`src/rtl/vrf_rd_arb.sv`:
```
// vrf_rd_arb
// Round-robin arbiter for the single VRF source-operand read port.
// Requesters (0 alu, 1 mac, 2 ld, 3 st, 4 msk, 5 sld) post a register-group
// read. The winner's group is issued one register per cycle. The read is
// counted modulo 32 from the group's first source register. On the last beat
// the owner gets a completion pulse and the scoreboard gets a source-done pulse.
//
// Ports
//   clk, rst_n          clock, asynchronous active-low reset
//   fu_rd_req_valid     per-requester group read pending
//   fu_rd_req_ready     per-requester one-cycle completion pulse
//   fu_rd_req_id        per-requester scoreboard id (ID_W bits each, flattened)
//   fu_rd_req_vs        per-requester first source register (5 bits each)
//   fu_rd_req_nm1       per-requester beats minus one (3 bits each)
//   vrf_rd_stall        port unavailable this cycle
//   vrf_rd_en/addr      read beat valid / register address
//   vrf_rd_owner        one-hot owner of the beat
//   vrf_rd_last         beat is the last of its group
//   fu_resp_vs_wr/id    source-read-done pulse and id, per requester
module vrf_rd_arb #(
    parameter int FU_NUM = 6,
    parameter int ID_W   = 3
) (
    input  logic                     clk,
    input  logic                     rst_n,
    input  logic [FU_NUM-1:0]        fu_rd_req_valid,
    output logic [FU_NUM-1:0]        fu_rd_req_ready,
    input  logic [FU_NUM*ID_W-1:0]   fu_rd_req_id,
    input  logic [FU_NUM*5-1:0]      fu_rd_req_vs,
    input  logic [FU_NUM*3-1:0]      fu_rd_req_nm1,
    input  logic                     vrf_rd_stall,
    output logic                     vrf_rd_en,
    output logic [4:0]               vrf_rd_addr,
    output logic [FU_NUM-1:0]        vrf_rd_owner,
    output logic                     vrf_rd_last,
    output logic [FU_NUM-1:0]        fu_resp_vs_wr,
    output logic [FU_NUM*ID_W-1:0]   fu_resp_vs_id
);

    localparam int IDX_W = (FU_NUM > 1) ? $clog2(FU_NUM) : 1;

    typedef enum logic {
        S_IDLE  = 1'b0,
        S_BURST = 1'b1
    } state_t;

    state_t            r_state;
    state_t            w_state_nxt;
    logic [IDX_W-1:0]  r_owner;
    logic [IDX_W-1:0]  r_rr_ptr;
    logic [4:0]        r_base;
    logic [2:0]        r_nm1;
    logic [ID_W-1:0]   r_id;
    logic [2:0]        r_beat;

    logic [IDX_W-1:0]  w_win;
    logic              w_win_found;
    logic [4:0]        w_win_vs;
    logic [2:0]        w_win_nm1;
    logic [ID_W-1:0]   w_win_id;
    logic [IDX_W-1:0]  w_owner_inc;
    logic              w_beat_go;
    logic              w_last_go;

    // Search from rr_ptr upward with wrap. The loop runs from the farthest
    // offset down so the nearest valid requester is the final assignment.
    always_comb begin
        int idx;
        idx         = 0;
        w_win       = '0;
        w_win_found = 1'b0;
        for (int k = FU_NUM - 1; k >= 0; k--) begin
            idx = int'(r_rr_ptr) + k;
            if (idx >= FU_NUM) idx = idx - FU_NUM;
            if (fu_rd_req_valid[idx]) begin
                w_win       = IDX_W'(idx);
                w_win_found = 1'b1;
            end
        end
    end

    always_comb begin
        w_win_vs  = '0;
        w_win_nm1 = '0;
        w_win_id  = '0;
        for (int i = 0; i < FU_NUM; i++) begin
            if (w_win == IDX_W'(i)) begin
                w_win_vs  = fu_rd_req_vs[i*5 +: 5];
                w_win_nm1 = fu_rd_req_nm1[i*3 +: 3];
                w_win_id  = fu_rd_req_id[i*ID_W +: ID_W];
            end
        end
    end

    assign w_owner_inc = (r_owner == IDX_W'(FU_NUM - 1)) ? '0 : r_owner + 1'b1;
    assign w_beat_go   = (r_state == S_BURST) && !vrf_rd_stall;
    assign w_last_go   = w_beat_go && (r_beat == r_nm1);

    // Next state and outputs. Outputs depend only on registered state and the
    // stall input, never on the request inputs.
    always_comb begin
        w_state_nxt     = r_state;
        vrf_rd_en       = 1'b0;
        vrf_rd_addr     = '0;
        vrf_rd_owner    = '0;
        vrf_rd_last     = 1'b0;
        fu_rd_req_ready = '0;
        fu_resp_vs_wr   = '0;
        fu_resp_vs_id   = '0;
        case (r_state)
            S_IDLE: begin
                if (w_win_found) w_state_nxt = S_BURST;
            end
            S_BURST: begin
                if (w_beat_go) begin
                    vrf_rd_en   = 1'b1;
                    // 5-bit sum wraps naturally past v31
                    vrf_rd_addr = r_base + {2'b00, r_beat};
                    vrf_rd_last = w_last_go;
                    if (w_last_go) w_state_nxt = S_IDLE;
                    for (int i = 0; i < FU_NUM; i++) begin
                        if (r_owner == IDX_W'(i)) begin
                            vrf_rd_owner[i]    = 1'b1;
                            fu_rd_req_ready[i] = w_last_go;
                            fu_resp_vs_wr[i]   = w_last_go;
                            if (w_last_go) fu_resp_vs_id[i*ID_W +: ID_W] = r_id;
                        end
                    end
                end
            end
            default: w_state_nxt = S_IDLE;
        endcase
    end

    always_ff @(posedge clk or negedge rst_n) begin
        if (!rst_n) begin
            r_state  <= S_IDLE;
            r_owner  <= '0;
            r_rr_ptr <= '0;
            r_base   <= '0;
            r_nm1    <= '0;
            r_id     <= '0;
            r_beat   <= '0;
        end else begin
            r_state <= w_state_nxt;
            if (r_state == S_IDLE && w_win_found) begin
                r_owner <= w_win;
                r_base  <= w_win_vs;
                r_nm1   <= w_win_nm1;
                r_id    <= w_win_id;
                r_beat  <= '0;
            end
            if (w_beat_go) begin
                if (w_last_go) begin
                    // Pointer moves only at completion, so no preemption
                    r_rr_ptr <= w_owner_inc;
                    r_beat   <= '0;
                end else begin
                    r_beat <= r_beat + 3'd1;
                end
            end
        end
    end

endmodule

```
`config.mk`:
```
export PLATFORM = sky130hd
export DESIGN_NAME = vrf_rd_arb
export DESIGN_NICKNAME = d
export VERILOG_FILES = /design/src/rtl/vrf_rd_arb.sv
export SDC_FILE = /design/constraint.sdc
export NUM_CORES = 1
export LEC_CHECK = 0
export CELL_PAD_IN_SITES_DETAIL_PLACEMENT = 0
export CELL_PAD_IN_SITES_GLOBAL_PLACEMENT = 1
export CORE_MARGIN = 2
export CORE_UTILIZATION = 30
export DETAILED_ROUTE_END_ITERATION = 16
export DONT_BUFFER_PORTS = 1
export PLACE_DENSITY = 0.6
export SLEW_MARGIN = 20
export SYNTH_ARGS = -nofsm -noshare
export SYNTH_HDL_FRONTEND = slang
export SYNTH_SLANG_ARGS = --single-unit
```
`constraint.sdc`:
```
create_clock -name clk -period 7.1 [get_ports clk]
set_input_delay 2.13 -clock clk [delete_from_list [all_inputs] [get_ports clk]]
set_output_delay 2.13 -clock clk [all_outputs]
set_load 0.03 [all_outputs]
```
==> out/metrics.yaml <==
critPathLaunchType: "input pin"
yosysTopAreaCell: "dfrtp_1"
fmax_mhz: 164.3
status: "completed"
firstDrtPassIters: 4
synth-seq-area-share: 0.1863
wl_met1_um: 3777
hold_class: "register to register"
cts_buffers: 3
fin_crit_ns: 6.088
syn_nets: 456
cts_sinks: 21
fillers: 1000
final_cell_mix: "nor2_1, a21oi_1, nand2_1, mux2i_1, dfrtp_1"
rsz0062_at_grt: "false"
ctsResizeCount: 0
antenna_left: 0
cpPeakStageDelay_ns: 0.47
pre_cts_ws_ns: 1.001
path_cells: "nand2b_1 -> clkinv_1 -> nand4_1 -> inv_1 -> nand2_1 -> nor2_1"
worstPathMaxFanout: 10
syn_area_per_cell_um2: 7.794
grt_max_degree: 35
register_area_um2: 525.5
grt_pass1_wl_um: 13360
cpMaxStageDelayCell: "inv_1"
dr_wl_met2_um: 4025
final_core_util: 0.3203
nNetsFinal: 448
vias_per_cell: 5.756
path_depth: 6
cp-end-kind: "output port"
rows: 35
synth_top_area_share: 0.1863
slew_headroom: 0.5940
multi_input_area_um2: 2097
ys_async_sr_fraction: 1.000
synth_seq_cells: 21
fin_cells: 464
gr-total-overflow: 0
root_buffer: "clkbuf_8"
drc: 0
rr_worst_depth: 15
routabilityCongestion: 0.8261
syn-cell-area_um2: 2821
synth_cells: 362
top_layer: "met4"
postLayoutSetupSlackWorst_ns: 1.012
cts_tree: "done"
hpwlAfterDp_um: 6565
die_width_um: 101.0
path_clk_slew_ns: 0.08
crit_required_ns: 4.97
synthToLayoutAreaGrowth_pct: 4.390
crit_type: "input pin to output port"
slew_violations: 0
wl_per_cell_um: 18.08
synth.area.top_cells: "dfrtp_1, mux2i_1, ha_1"
die_area_um2: 10200
wl_um: 8391
synth_flop_cell: "dfrtp_1"
insertion_delay_ns: 0.26
setup_violations: 0
drive_gt1_frac: 0.09348
core-area_um2: 9196
period_share: 0.8574
tns_ns: 0
path_buf_inv: 2
cts_buffer_depth: 2
port_buffers: 0
dp_cells: 460
cpLargestDelayFamily: "simple AND/OR/NAND/NOR gates"
vias: 2671
grt_pass1_vias: 2527
layout_commonest_cell: "nor2_1"
drv_cap: 0
initial_utilization: 0.3068
synth_edf_count: 0
crit_arrival_ns: 3.96
drt_first_iter_violations: 155
grt_antenna_before_repair: 0
grt.total_usage: 0.1647
yosys_warnings: 0
htreeDepth: 1
num_antenna_cells: 0
io_pins: 118
ctsHoldBuffers: 0
post_cts_buffers: 0
worst_pin_slew_ns: 0.5936
hold_violations: 0
min_path_cells: 2
dr_wl_met3_um: 522
synthDistinctLibCells: 60
clock_skew_ns: 0.002980
die_h_um: 101.0
[worst paths after layout]
kind                              start                 to  slack (ns)
min in group asynchronous         rst_n        r_rr_ptr[1]        1.56
min                           r_beat[2]          r_beat[2]        0.58
min reg2reg                   r_beat[2]          r_beat[2]        0.58
max reg2reg                 r_rr_ptr[1]            r_id[0]        1.96
max                        vrf_rd_stall  fu_resp_vs_id[11]        1.01
max in group asynchronous         rst_n          r_base[0]        5.47
[layer usage]
layer	global-route usage	vias to the layer above
li1	-	1304
met1	0.2260	1247
met2	0.2713	113
met3	0.03259	7
met4	0.02911	0
met5	0	-
[layout make-up]
class | instances | area share
Multi-Input combinational cell | 301 | 0.7120
Sequential cell | 21 | 0.1784
Tap cell | 111 | 0.04715
Timing Repair Buffer | 10 | 0.02549
Inverter | 17 | 0.02167
Clock buffer | 4 | 0.01529
[stage by stage]
step	hold WS, ns	cell area (um2)
3_5_place_dp	0.5619	2900
3_3_place_gp	0.5519	2900
5_1_grt	0.6325	2945
6_report	0.5848	2945
4_1_cts	0.5774	2945
2_1_floorplan	0.5053	2821
[cells by family after synthesis]
group / share of synthesized area
mux: 0.1175
flops: 0.1863
buf+inv: 0.07272
simple gates: 0.2488
fa+ha+maj: 0.08692
compound gates: 0.2510
xor+xnor: 0.03681
[state kept, by name, summed over array words and instances (netlist names)]
name	count
r_base	5
r_beat	3
r_id	3
r_nm1	3
r_owner	3
r_rr_ptr	3
r_state	1
[synthesized netlist by cell type (10+ instances only)]
| cell | n |
|---|---|
| o21ai_0 | 16 |
| a21oi_1 | 24 |
| o22ai_1 | 13 |
| mux2i_1 | 23 |
| inv_1 | 16 |
| nand2_1 | 23 |
| dfrtp_1 | 21 |
| ha_1 | 18 |
| nor2_1 | 32 |
| nor3_1 | 19 |
| and2_1 | 14 |
| o22a_1 | 10 |
[worst min-delay path: stages, from the launching register on]
cell and delay [ns]:
dfrtp_1 0.43, nand2_1 0.06, o21ai_0 0.06
Power is left out: the tool's default activity adds up to more than one toggle a clock period on the data nets, which glitch-free logic cannot reach.
